`src/rtl/rc4_pkg.sv`:
```
`default_nettype none
// ============================================================================
// Module      : rc4_pkg
// Description : Shared types, constants and helpers for the RC4 key search.
// Revision    : 1.0
// ============================================================================
package rc4_pkg;

    localparam int DEF_MSG_DEP   = 32;
    localparam int DEF_MSG_WIDTH = 8;
    localparam int DEF_KEY_WIDTH = 24;

    localparam logic [7:0] CHAR_LO = 8'h61;
    localparam logic [7:0] CHAR_HI = 8'h7A;
    localparam logic [7:0] CHAR_SP = 8'h20;

    typedef enum logic [3:0] {
        ST_IDLE     = 4'd0,
        ST_RST_ENG  = 4'd1,
        ST_RUN_INIT = 4'd2,
        ST_RUN_SHUF = 4'd3,
        ST_RUN_DEC  = 4'd4,
        ST_CHECK    = 4'd5,
        ST_NEXT_KEY = 4'd6,
        ST_FOUND    = 4'd7,
        ST_FAIL     = 4'd8
    } state_e;

    typedef enum logic [1:0] {
        SEL_NONE = 2'd0,
        SEL_INIT = 2'd1,
        SEL_SHUF = 2'd2,
        SEL_DEC  = 2'd3
    } mux_sel_e;

    // Plaintext is accepted only as lowercase letters and spaces.
    function automatic logic is_valid_char(input logic [7:0] c);
        return ((c >= CHAR_LO) && (c <= CHAR_HI)) || (c == CHAR_SP);
    endfunction

endpackage
`default_nettype wire

```
`src/rtl/rc4_key_search_ctrl_if.sv`:
```
`default_nettype none
// ============================================================================
// Module      : rc4_key_search_ctrl_if
// Description : Controller <-> phase-engine / S-memory / host signal bundle.
// Revision    : 1.0
// ============================================================================
interface rc4_key_search_ctrl_if
    import rc4_pkg::*;
#(
    parameter int MSG_DEP   = DEF_MSG_DEP,
    parameter int MSG_WIDTH = DEF_MSG_WIDTH,
    parameter int KEY_WIDTH = DEF_KEY_WIDTH
) ();

    logic                                 start;
    logic                                 busy;
    logic                                 found;
    logic                                 fail;
    logic [KEY_WIDTH-1:0]                 key_out;
    logic                                 eng_reset;

    logic                                 init_start;
    logic                                 shuffle_start;
    logic                                 decrypt_start;
    logic                                 init_done;
    logic                                 shuffle_done;
    logic                                 decrypt_done;

    logic [7:0]                           init_addr;
    logic [7:0]                           shuffle_addr;
    logic [7:0]                           decrypt_addr;
    logic [MSG_WIDTH-1:0]                 init_data;
    logic [MSG_WIDTH-1:0]                 shuffle_data;
    logic [MSG_WIDTH-1:0]                 decrypt_data;
    logic                                 init_we;
    logic                                 shuffle_we;
    logic                                 decrypt_we;

    logic [7:0]                           mem_addr;
    logic [MSG_WIDTH-1:0]                 mem_data;
    logic                                 mem_we;

    logic [MSG_DEP-1:0][MSG_WIDTH-1:0]    decrypted_input;

    modport master (
        input  start, init_done, shuffle_done, decrypt_done,
               init_addr, shuffle_addr, decrypt_addr,
               init_data, shuffle_data, decrypt_data,
               init_we, shuffle_we, decrypt_we, decrypted_input,
        output busy, found, fail, key_out, eng_reset,
               init_start, shuffle_start, decrypt_start,
               mem_addr, mem_data, mem_we
    );

    modport slave (
        output start, init_done, shuffle_done, decrypt_done,
               init_addr, shuffle_addr, decrypt_addr,
               init_data, shuffle_data, decrypt_data,
               init_we, shuffle_we, decrypt_we, decrypted_input,
        input  busy, found, fail, key_out, eng_reset,
               init_start, shuffle_start, decrypt_start,
               mem_addr, mem_data, mem_we
    );

endinterface
`default_nettype wire

```
`src/rtl/rc4_mem_port_mux.sv`:
```
`default_nettype none
// ============================================================================
// Module      : rc4_mem_port_mux
// Description : 3-to-1 S-memory write-port mux; all-zero output when unselected.
// Revision    : 1.0
// ============================================================================
module rc4_mem_port_mux
    import rc4_pkg::*;
#(
    parameter int ADDR_WIDTH = 8,
    parameter int DATA_WIDTH = 8
) (
    input  mux_sel_e                    sel_i,
    input  logic [2:0][ADDR_WIDTH-1:0]  addr_i,
    input  logic [2:0][DATA_WIDTH-1:0]  data_i,
    input  logic [2:0]                  we_i,
    output logic [ADDR_WIDTH-1:0]       addr_o,
    output logic [DATA_WIDTH-1:0]       data_o,
    output logic                        we_o
);

    always_comb begin
        addr_o = '0;
        data_o = '0;
        we_o   = 1'b0;
        case (sel_i)
            SEL_INIT: begin
                addr_o = addr_i[0];
                data_o = data_i[0];
                we_o   = we_i[0];
            end
            SEL_SHUF: begin
                addr_o = addr_i[1];
                data_o = data_i[1];
                we_o   = we_i[1];
            end
            SEL_DEC: begin
                addr_o = addr_i[2];
                data_o = data_i[2];
                we_o   = we_i[2];
            end
            default: ;
        endcase
    end

endmodule
`default_nettype wire

```
`src/rtl/rc4_key_search_ctrl.sv`:
```
`default_nettype none
// ============================================================================
// Module      : rc4_key_search_ctrl
// Description : Per-key sequencer (init/shuffle/decrypt), plaintext check and
//               key advance; owns the shared S-memory write port.
// Revision    : 1.0
// ============================================================================
module rc4_key_search_ctrl
    import rc4_pkg::*;
#(
    parameter int                 MSG_DEP   = DEF_MSG_DEP,
    parameter int                 MSG_WIDTH = DEF_MSG_WIDTH,
    parameter int                 KEY_WIDTH = DEF_KEY_WIDTH,
    parameter logic [KEY_WIDTH-1:0] KEY_FIRST = 24'h000000,
    parameter logic [KEY_WIDTH-1:0] KEY_LAST  = 24'h3FFFFF
) (
    input  logic                  clk,
    input  logic                  reset,
    rc4_key_search_ctrl_if.master bus
);

    localparam int              K_W    = (MSG_DEP > 1) ? $clog2(MSG_DEP) : 1;
    localparam logic [K_W-1:0]  K_LAST = K_W'(MSG_DEP - 1);

    state_e                 state_q, state_d;
    logic [KEY_WIDTH-1:0]   key_q, key_d;
    logic [K_W-1:0]         k_q, k_d;
    logic                   found_q, found_d;
    logic                   fail_q, fail_d;

    logic [MSG_WIDTH-1:0]   cur_byte;
    mux_sel_e               mux_sel;

    assign cur_byte = bus.decrypted_input[k_q];

    // State and datapath registers
    always_ff @(posedge clk) begin
        if (reset) begin
            state_q <= ST_IDLE;
            key_q   <= KEY_FIRST;
            k_q     <= '0;
            found_q <= 1'b0;
            fail_q  <= 1'b0;
        end else begin
            state_q <= state_d;
            key_q   <= key_d;
            k_q     <= k_d;
            found_q <= found_d;
            fail_q  <= fail_d;
        end
    end

    // Next-state logic
    always_comb begin
        state_d = state_q;
        key_d   = key_q;
        k_d     = '0;
        found_d = found_q;
        fail_d  = fail_q;
        case (state_q)
            ST_IDLE, ST_FOUND, ST_FAIL: begin
                if (bus.start) begin
                    key_d   = KEY_FIRST;
                    found_d = 1'b0;
                    fail_d  = 1'b0;
                    state_d = ST_RST_ENG;
                end
            end
            ST_RST_ENG:  state_d = ST_RUN_INIT;
            ST_RUN_INIT: if (bus.init_done)    state_d = ST_RUN_SHUF;
            ST_RUN_SHUF: if (bus.shuffle_done) state_d = ST_RUN_DEC;
            ST_RUN_DEC:  if (bus.decrypt_done) state_d = ST_CHECK;
            ST_CHECK: begin
                // k only advances while every byte seen so far is printable
                if (!is_valid_char(cur_byte[7:0])) begin
                    state_d = ST_NEXT_KEY;
                end else if (k_q == K_LAST) begin
                    state_d = ST_FOUND;
                    found_d = 1'b1;
                end else begin
                    k_d = k_q + K_W'(1);
                end
            end
            ST_NEXT_KEY: begin
                if (key_q == KEY_LAST) begin
                    state_d = ST_FAIL;
                    fail_d  = 1'b1;
                end else begin
                    key_d   = key_q + KEY_WIDTH'(1);
                    state_d = ST_RST_ENG;
                end
            end
            default: state_d = ST_IDLE;
        endcase
    end

    // Outputs decoded from the registered state
    always_comb begin
        bus.busy          = 1'b1;
        bus.eng_reset     = reset;
        bus.init_start    = 1'b0;
        bus.shuffle_start = 1'b0;
        bus.decrypt_start = 1'b0;
        mux_sel           = SEL_NONE;
        case (state_q)
            ST_IDLE: begin
                bus.busy      = 1'b0;
                bus.eng_reset = 1'b1;
            end
            ST_FOUND, ST_FAIL: bus.busy = 1'b0;
            ST_RST_ENG:        bus.eng_reset = 1'b1;
            ST_RUN_INIT: begin
                bus.init_start = 1'b1;
                mux_sel        = SEL_INIT;
            end
            ST_RUN_SHUF: begin
                bus.shuffle_start = 1'b1;
                mux_sel           = SEL_SHUF;
            end
            ST_RUN_DEC: begin
                bus.decrypt_start = 1'b1;
                mux_sel           = SEL_DEC;
            end
            default: ;
        endcase
    end

    assign bus.key_out = key_q;
    assign bus.found   = found_q;
    assign bus.fail    = fail_q;

    rc4_mem_port_mux #(
        .ADDR_WIDTH (8),
        .DATA_WIDTH (MSG_WIDTH)
    ) u_mem_mux (
        .sel_i  (mux_sel),
        .addr_i ({bus.decrypt_addr, bus.shuffle_addr, bus.init_addr}),
        .data_i ({bus.decrypt_data, bus.shuffle_data, bus.init_data}),
        .we_i   ({bus.decrypt_we,   bus.shuffle_we,   bus.init_we}),
        .addr_o (bus.mem_addr),
        .data_o (bus.mem_data),
        .we_o   (bus.mem_we)
    );

endmodule
`default_nettype wire

```
`src/flat_wrapper.sv`:
```
// flat-port wrapper written by rule: the top's interface ports become plain ports
module rc4_key_search_ctrl_flat import rc4_pkg::*;
#(
    parameter int                 MSG_DEP   = DEF_MSG_DEP,
    parameter int                 MSG_WIDTH = DEF_MSG_WIDTH,
    parameter int                 KEY_WIDTH = DEF_KEY_WIDTH,
    parameter logic [KEY_WIDTH-1:0] KEY_FIRST = 24'h000000,
    parameter logic [KEY_WIDTH-1:0] KEY_LAST  = 24'h3FFFFF
)
  (clk, reset, bus_start, bus_init_done, bus_shuffle_done, bus_decrypt_done, bus_init_addr, bus_shuffle_addr, bus_decrypt_addr, bus_init_data, bus_shuffle_data, bus_decrypt_data, bus_init_we, bus_shuffle_we, bus_decrypt_we, bus_decrypted_input, bus_busy, bus_found, bus_fail, bus_key_out, bus_eng_reset, bus_init_start, bus_shuffle_start, bus_decrypt_start, bus_mem_addr, bus_mem_data, bus_mem_we);
  rc4_key_search_ctrl_if #(.MSG_DEP(MSG_DEP), .MSG_WIDTH(MSG_WIDTH), .KEY_WIDTH(KEY_WIDTH)) bus_i ();
  input  logic clk;
  input  logic reset;
  input wire logic [$bits(bus_i.start)-1:0] bus_start;
  input wire logic [$bits(bus_i.init_done)-1:0] bus_init_done;
  input wire logic [$bits(bus_i.shuffle_done)-1:0] bus_shuffle_done;
  input wire logic [$bits(bus_i.decrypt_done)-1:0] bus_decrypt_done;
  input wire logic [$bits(bus_i.init_addr)-1:0] bus_init_addr;
  input wire logic [$bits(bus_i.shuffle_addr)-1:0] bus_shuffle_addr;
  input wire logic [$bits(bus_i.decrypt_addr)-1:0] bus_decrypt_addr;
  input wire logic [$bits(bus_i.init_data)-1:0] bus_init_data;
  input wire logic [$bits(bus_i.shuffle_data)-1:0] bus_shuffle_data;
  input wire logic [$bits(bus_i.decrypt_data)-1:0] bus_decrypt_data;
  input wire logic [$bits(bus_i.init_we)-1:0] bus_init_we;
  input wire logic [$bits(bus_i.shuffle_we)-1:0] bus_shuffle_we;
  input wire logic [$bits(bus_i.decrypt_we)-1:0] bus_decrypt_we;
  input wire logic [$bits(bus_i.decrypted_input)-1:0] bus_decrypted_input;
  output wire logic [$bits(bus_i.busy)-1:0] bus_busy;
  output wire logic [$bits(bus_i.found)-1:0] bus_found;
  output wire logic [$bits(bus_i.fail)-1:0] bus_fail;
  output wire logic [$bits(bus_i.key_out)-1:0] bus_key_out;
  output wire logic [$bits(bus_i.eng_reset)-1:0] bus_eng_reset;
  output wire logic [$bits(bus_i.init_start)-1:0] bus_init_start;
  output wire logic [$bits(bus_i.shuffle_start)-1:0] bus_shuffle_start;
  output wire logic [$bits(bus_i.decrypt_start)-1:0] bus_decrypt_start;
  output wire logic [$bits(bus_i.mem_addr)-1:0] bus_mem_addr;
  output wire logic [$bits(bus_i.mem_data)-1:0] bus_mem_data;
  output wire logic [$bits(bus_i.mem_we)-1:0] bus_mem_we;
  assign bus_i.start = bus_start;
  assign bus_i.init_done = bus_init_done;
  assign bus_i.shuffle_done = bus_shuffle_done;
  assign bus_i.decrypt_done = bus_decrypt_done;
  assign bus_i.init_addr = bus_init_addr;
  assign bus_i.shuffle_addr = bus_shuffle_addr;
  assign bus_i.decrypt_addr = bus_decrypt_addr;
  assign bus_i.init_data = bus_init_data;
  assign bus_i.shuffle_data = bus_shuffle_data;
  assign bus_i.decrypt_data = bus_decrypt_data;
  assign bus_i.init_we = bus_init_we;
  assign bus_i.shuffle_we = bus_shuffle_we;
  assign bus_i.decrypt_we = bus_decrypt_we;
  assign bus_i.decrypted_input = bus_decrypted_input;
  assign bus_busy = bus_i.busy;
  assign bus_found = bus_i.found;
  assign bus_fail = bus_i.fail;
  assign bus_key_out = bus_i.key_out;
  assign bus_eng_reset = bus_i.eng_reset;
  assign bus_init_start = bus_i.init_start;
  assign bus_shuffle_start = bus_i.shuffle_start;
  assign bus_decrypt_start = bus_i.decrypt_start;
  assign bus_mem_addr = bus_i.mem_addr;
  assign bus_mem_data = bus_i.mem_data;
  assign bus_mem_we = bus_i.mem_we;
  rc4_key_search_ctrl #(.MSG_DEP(MSG_DEP), .MSG_WIDTH(MSG_WIDTH), .KEY_WIDTH(KEY_WIDTH), .KEY_FIRST(KEY_FIRST), .KEY_LAST(KEY_LAST)) u_core (.clk(clk), .reset(reset), .bus(bus_i));
endmodule
```
`config.mk`:
```
export PLATFORM = sky130hd
export DESIGN_NAME = rc4_key_search_ctrl_flat
export DESIGN_NICKNAME = d
export VERILOG_FILES = /design/src/rtl/rc4_pkg.sv /design/src/rtl/rc4_key_search_ctrl_if.sv /design/src/rtl/rc4_mem_port_mux.sv /design/src/rtl/rc4_key_search_ctrl.sv /design/src/flat_wrapper.sv
export SDC_FILE = /design/constraint.sdc
export NUM_CORES = 1
export LEC_CHECK = 0
export CAP_MARGIN = 5
export CORE_AREA = 2 2 140 142
export DETAILED_ROUTE_END_ITERATION = 7
export DIE_AREA = 0 0 142 144
export PLACE_DENSITY = 0.61
export SLEW_MARGIN = 10
export SYNTH_ARGS = -nofsm -noshare
export SYNTH_HDL_FRONTEND = slang
export SYNTH_SLANG_ARGS = --single-unit
export TNS_END_PERCENT = 50
```
`constraint.sdc`:
```
create_clock -name clk -period 5.6 [get_ports clk]
set_input_delay 1.12 -clock clk [delete_from_list [all_inputs] [get_ports clk]]
set_output_delay 1.12 -clock clk [all_outputs]
set_load 0.02 [all_outputs]
```
==> results of run 1 <==
-- kinds of logic (layout without fill, tap and decap cells) --
family | after synthesis | after routing | synth area share
and+or+nand+nor | 206 | 206 | 0.240
xor gates and xnor gates | 23 | 23 | 0.0493
AOI/OAI and AO/OA | 78 | 78 | 0.147
adders and majority gates | 3 | 3 | 0.00918
muxes | 82 | 82 | 0.322
DFF | 35 | 35 | 0.171
buffers and inverters | 54 | 395 | 0.0603
-- sequential cells by signal, indices dropped and copies added, names as in the netlist --
signal and count:
u_core.k_q 5, u_core.bus.key_out 24, u_core.state_q 4, u_core.bus.found 1, u_core.bus.fail 1
-- placed cells by master, fill, tap and decap left out, drive strengths merged, types with 4 or more instances in the layout --
| cell | synthesis | routed |
|---|---|---|
| clkdlybuf4s50 | 0 | 360 |
| nand2 | 70 | 70 |
| nor2 | 52 | 52 |
| mux4 | 37 | 37 |
| mux2i | 36 | 36 |
| dfxtp | 35 | 35 |
| a22oi | 23 | 23 |
| nand3 | 21 | 21 |
| inv | 20 | 20 |
| xor2 | 18 | 18 |
| nor2b | 14 | 14 |
| nand4 | 13 | 13 |
| a32oi | 13 | 13 |
| o21ai | 10 | 10 |
| mux2 | 9 | 9 |
| nand2b | 8 | 8 |
| nor3 | 8 | 8 |
| a21oi | 7 | 7 |
| buf | 17 | 6 |
| clkbuf | 16 | 6 |
| xnor2 | 5 | 5 |
| o211ai | 4 | 4 |
| or3 | 4 | 4 |
| nor3b | 4 | 4 |
-- Yosys cell counts (all sizes together) (3+ instances only) --
cell / n
mux4: 37
mux2: 9
nor3b: 4
nand2b: 8
xnor2: 5
nor2: 52
inv: 20
a22oi: 23
clkbuf: 16
a32oi: 13
o21ai: 10
nand2: 70
xor2: 18
and4: 3
or3: 4
dfxtp: 35
a21oi: 7
o211ai: 4
nor3: 8
nor2b: 14
nand4: 13
nand3: 21
ha: 3
buf: 17
mux2i: 36
-- per-layer routing --
metal	GRT usage	routed length, um	vias up
li1	-	-	2483
met1	0.209	7520	2306
met2	0.304	9210	205
met3	0.0301	1100	14
met4	0.0263	182	0
met5	0	0	-
-- worst paths after layout --
kind                                              startpoint                              to  slack [ps]  cells after the start
worst max register to register      u_core.k_q[1]$_SDFF_PP0_  u_core.state_q[3]$_SDFFE_PP0P_        2000                      8
worst max-delay path                                   reset                   bus_eng_reset        1730                      3
worst min-delay path            u_core.bus.fail$_SDFFE_PP0P_    u_core.bus.fail$_SDFFE_PP0P_         450                      2
worst min register to register  u_core.bus.fail$_SDFFE_PP0P_    u_core.bus.fail$_SDFFE_PP0P_         450                      2
-- final cells by class --
class                           count  area [sq um]  share of cell area
Clock inverter                      2          35.0             0.00435
Clock buffer                        6           139              0.0172
Inverter                           21          80.1             0.00993
Sequential cell                    35           707              0.0877
Tap cell                          238           298              0.0369
Multi-Input combinational cell    392          3150               0.391
Timing Repair Buffer              366          3650               0.453
-- through the flow --
stage | power, W | std cells
finish | 0.00107 | 1060
global route | 0.00113 | 1060
global placement | 0.000755 | 1052
CTS | 0.00108 | 1060
floorplan | 0.000440 | 481
detailed placement | 0.000757 | 1052
-- critical path: cells and delay by family --
| kind | cells | cell delay, ps |
|---|---|---|
| buffers and inverters | 2 | 1490 |
| AO/OA/AOI/OAI | 1 | 140 |
-- power groups by stage --
stage	Clock (W)	Combinational [W]	Sequential (W)
6_report	0.000324	0.000483	0.000267
2_1_floorplan	0	0.000175	0.000265
3_3_place_gp	0	0.000483	0.000272
5_1_grt	0.000340	0.000519	0.000268
4_1_cts	0.000331	0.000488	0.000266
3_5_place_dp	0	0.000485	0.000272
==> results.md, run 1 <==
- Syn Nets: 797
- Post-synthesis cell count: 481
- Wirelength per Cell: 17.0 um
- DR pass1 iterations: 4
- Dpl ws: 1600 ps
- Detailed-route via count: 5008
- Hold Path Class: register to register
- Layout net count: 1137
- Worst Path Required: 4480 ps
- Final instance area: 0.00806 sq mm
- Slew headroom: 0.236
- Reg clk slew, reported paths: 50 ps
- Gr usage total: 0.167
- Internal: 0.000784 W
- Vias/cell: 4.72
- Switching share of power: 0.270
- Tmin final: 3870 ps
- CP cell instances: clkdlybuf4s50_1, a21o_1, clkdlybuf4s50_1
- Routed wire length: 18000 um
- Placed instance area: 0.00789 sq mm
- Vias in the first global route: 5045
- Period utilization: 0.692
- Psw: 0.000290 W
- DRC Markers: 0
- Main flop type after synthesis: dfxtp_1
- Fmax: 0.258 GHz
- Final-report hold violation count: 0
- Most frequent CP cell: clkdlybuf4s50_1
- Post-Syn Area: 0.00409 sq mm
- Total grt overflow: 0
- CP peak stage delay: 870 ps
- Worst setup margin: 1730 ps
- Hold-fix buffers, CTS: 0
- Worst Setup End Kind: output port
- #FFs+latches synth: 35
- Gate power share: 0.450
- Post-CTS Resized: 0
- Status: finished, final reports clean
- Slew Limit Fails: 0
- Slowest stage cell, crit path: clkdlybuf4s50_1
- DIE HEIGHT: 144 um
- VDD IR max: 0.112 mV
- Initial cell density of the core: 0.214
- I/O pin cnt: 361
- Flop pwr share: 0.249
- Layout area overhead: 97.1%
- Skew-Pair Late Insertion Delay: 270 ps
- Seq/Total Area, Yosys: 0.171
- Netlist cell types: 56
- Core area: 0.0191 sq mm
- Clock sink count: 35
- MaxCap Viol Count: 0
- CTS tree: yes
- Fin util: 0.422
- Crit path arrival time: 2750 ps
- Die W: 142 um
- Leakage power: 2.76 nW
- # rows: 51
- Crit-path max FO: 16
- Postcts setup bufs: 0
- Avg Inst Size Synth: 8.50 sq um
- ANT nets after route: 0
- Number of synthesized flops with an enable pin: 0
- Worst Tran Pin Value: 1130 ps
- Synth warn: 0
- Synth top area share: 0.171
- First-pass GRT wire length: 27000 um
- Largest net degree at the start of global routing: 44
- Initial antenna violation count: 0
- Setup violators final: 0
- ANT cells: 0
- Leading area contributor after synthesis: dfxtp_1
- Setup TNS: 0 ps
- # port buffers: 360
- Hpwl dp: 15000 um
- Fraction of final layout cells sized beyond drive strength 1: 0.0803
- Root buf cell: clkbuf_16
- P per Cell Area: 133 mW/mm^2
- Iteration-0 DRC Markers: 160
- Asr flop ratio synth: 0
- Clock Path Buffers: 2
- Worst setup SP type: primary input
- H-tree levels: 2
- Ranking of synthesized cells by area: dfxtp_1 (17%), mux4_2 (17%), mux2i_1 (8.8%)
- Global placement routability congestion: 0.870
- Setup Crit Path Kind: primary input to output port
- Final hold slack: 454 ps
- Clock power share: 0.301
- Die ar.: 0.0204 sq mm
- RSZ-0062 raised after global routing: no
- Worst Skew: 4.47 ps
- Filler cells: 1868
- Num CTS Buffers: 5
No activity file was read; power rests on OpenSTA's default activity.
==> run 2: changes to the inputs <==
--- a/config.mk
+++ b/config.mk
@@ -6,10 +6,10 @@
 export NUM_CORES = 1
 export LEC_CHECK = 0
 export CAP_MARGIN = 5
-export CORE_AREA = 2 2 140 142
+export CORE_AREA = 2 2 141 143
 export DETAILED_ROUTE_END_ITERATION = 7
-export DIE_AREA = 0 0 142 144
-export PLACE_DENSITY = 0.61
+export DIE_AREA = 0 0 143 145
+export PLACE_DENSITY = 0.63
 export SLEW_MARGIN = 10
 export SYNTH_ARGS = -nofsm -noshare
 export SYNTH_HDL_FRONTEND = slang
==> constraint.sdc (replaced) <==
create_clock -name clk -period 3.2 [get_ports clk]
set_input_delay 0.64 -clock clk [delete_from_list [all_inputs] [get_ports clk]]
set_output_delay 0.64 -clock clk [all_outputs]
set_load 0.02 [all_outputs]
==> run 2 against run 1 <==
Compared with the run above:
- largest cell class unchanged
- flip-flop and latch count unchanged
- worst setup slack got worse by 1600 ps
- utilization increased by 1.1 points
- sequential share of layout area decreased by 0.25 points
==> results.md, run 2 (synthesis results as in run 1) <==
- Worst Tran Pin Value: 815 ps
- Hold Path Class: register to register
- Layout net count: 1160
- CP cell instances: clkdlybuf4s50_1, mux4_1, mux4_2, mux2_4, clkinv_2, o21ai_2, a2111oi_4, nand2_4, a221oi_2
- Die W: 143 um
- RSZ-0062 raised after global routing: no
- Psw: 0.000517 W
- Num CTS Buffers: 5
- Commonest non-fill, non-tap cell in the layout: clkdlybuf4s50_1
- Hold-fix buffers, CTS: 0
- Clock Path Buffers: 2
- Hold path start: u_core.bus.found$_SDFFE_PP0P_
- Worst Path Required: 3400 ps
- MaxCap Viol Count: 0
- Layout area overhead: 104%
- Internal: 0.00137 W
- Initial antenna violation count: 0
- Vias in the first global route: 5437
- Slew headroom: 0.456
- Detailed-route via count: 5103
- Worst Skew: 7.26 ps
- Final instance area: 0.00832 sq mm
- Hpwl dp: 16100 um
- R2r setup slk: 340 ps
- Routed wire length: 18900 um
- Status: finished, final reports clean
- Wirelength per Cell: 17.0 um
- Crit path arrival time: 3240 ps
- Worst Hold End: u_core.bus.found$_SDFFE_PP0P_
- Non-filler cells, final: 1110
- WHS Path Cells: 2
- Total grt overflow: 0
- Setup violators final: 0
- Global placement routability congestion: 0.867
- Leakage power: 2.89 nW
- Placed instance area: 0.00812 sq mm
- CP peak stage delay: 500 ps
- VDD IR max: 0.277 mV
- DR pass1 iterations: 4
- # port buffers: 360
- Most frequent cells in the layout: clkdlybuf4s50_1 (360), nand2_1 (69), nor2_1 (52), mux2i_1 (36), dfxtp_1 (32)
- DIE HEIGHT: 145 um
- Iteration-0 DRC Markers: 168
- Fraction of final layout cells sized beyond drive strength 1: 0.107
- Filler cells: 1895
- Worst setup SP type: primary input
- Crit-path max FO: 7
- Gr usage total: 0.177
- Core area: 0.0192 sq mm
- Gate power share: 0.463
- Reg clk slew, reported paths: 60 ps
- Worst Setup End Kind: register
- Buf/Inv on CP: 2
- Final hold slack: 452 ps
- Die ar.: 0.0207 sq mm
- Switching share of power: 0.274
- H-tree levels: 2
- CTS tree: yes
- Setup Crit Path Kind: primary input to register
- Tmin final: 3050 ps
- RR Endpoint: u_core.state_q[3]$_SDFFE_PP0P_
- First-pass GRT wire length: 28800 um
- DRC Markers: 0
- Flop pwr share: 0.247
- Cells on worst reg2reg path: 9
- Root buf cell: clkbuf_16
- # rows: 51
- Period utilization: 0.952
- P per Cell Area: 226 mW/mm^2
- Slowest stage cell, crit path: mux4_1
- ANT nets after route: 0
- ANT cells: 0
- Largest net degree at the start of global routing: 30
- Clock sink count: 35
- Fmax: 0.328 GHz
- RR Startpoint: u_core.k_q[1]$_SDFF_PP0_
- Final-report hold violation count: 0
- Largest register FFs: 24
- Initial cell density of the core: 0.213
- Fin util: 0.433
- Crit-path leading delay family: multiplexers
- Vias/cell: 4.60
- Placed insts: 1101
- Clock power share: 0.290
- Skew-Pair Late Insertion Delay: 280 ps
- Slew Limit Fails: 0
- I/O pin cnt: 361
run 2: worst register-to-register path, cell delays in order (launching register included):
cell	delay [ps]
dfxtp_4	390
buf_12	170
mux4_2	520
mux4_2	500
mux2_4	310
clkinv_2	60
o21ai_2	60
a2111oi_4	410
nand2_4	140
a221oi_2	220
run 2: what timing repair did:
action                                  CTS  global route
hold endpoints to repair                  0             0
resized for setup                         0             3
buffers inserted                          0             1
endpoints found under the setup margin    0             9
run 2: metal layers:
layer  part of all wire  vias to the layer above  global-route usage
met2               0.51                      200               0.324
met4              0.018                        0              0.0337
met3              0.068                       25              0.0356
li1                   -                     2536                   -
met5                  0                        -                   0
met1               0.41                     2342               0.212
run 2: final cells by class:
| class | instances | area (sq um) | share of cell area |
|---|---|---|---|
| Clock buffer | 5 | 125 | 0.0150 |
| Clock inverter | 3 | 43.8 | 0.00526 |
| Inverter | 21 | 80.1 | 0.00962 |
| Multi-Input combinational cell | 392 | 3160 | 0.380 |
| Sequential cell | 35 | 709 | 0.0852 |
| Tap cell | 265 | 332 | 0.0398 |
| Timing Repair Buffer | 389 | 3870 | 0.465 |
run 2: worst max path at each step:
stage / startpoint / end / cells after the start
3_3_place_gp: bus_decrypted_input[204] / u_core.state_q[3]$_SDFFE_PP0P_ / 9
3_5_place_dp: bus_decrypted_input[204] / u_core.state_q[3]$_SDFFE_PP0P_ / 9
4_1_cts: bus_decrypted_input[204] / u_core.state_q[3]$_SDFFE_PP0P_ / 9
2_1_floorplan: bus_decrypted_input[220] / u_core.state_q[3]$_SDFFE_PP0P_ / 8
6_report: bus_decrypted_input[236] / u_core.state_q[3]$_SDFFE_PP0P_ / 9
5_1_grt: u_core.k_q[0]$_SDFF_PP0_ / u_core.state_q[3]$_SDFFE_PP0P_ / 11
run 2: power groups by stage:
| stage | clock network [W] | logic (W) | registers, W |
|---|---|---|---|
| 2_1_floorplan | 0 | 0.000305 | 0.000464 |
| 3_3_place_gp | 0 | 0.000871 | 0.000475 |
| 3_5_place_dp | 0 | 0.000875 | 0.000476 |
| 4_1_cts | 0.000559 | 0.000880 | 0.000466 |
| 5_1_grt | 0.000575 | 0.000940 | 0.000467 |
| 6_report | 0.000547 | 0.000873 | 0.000465 |
run 2: stage by stage:
step	setup TNS, ps	total power, W	setup WS, ps
5_1_grt	0	0.00198	4.53
3_3_place_gp	-1600	0.00135	-242
3_5_place_dp	-1850	0.00135	-268
2_1_floorplan	0	0.000770	360
6_report	0	0.00188	154
4_1_cts	0	0.00191	19.8
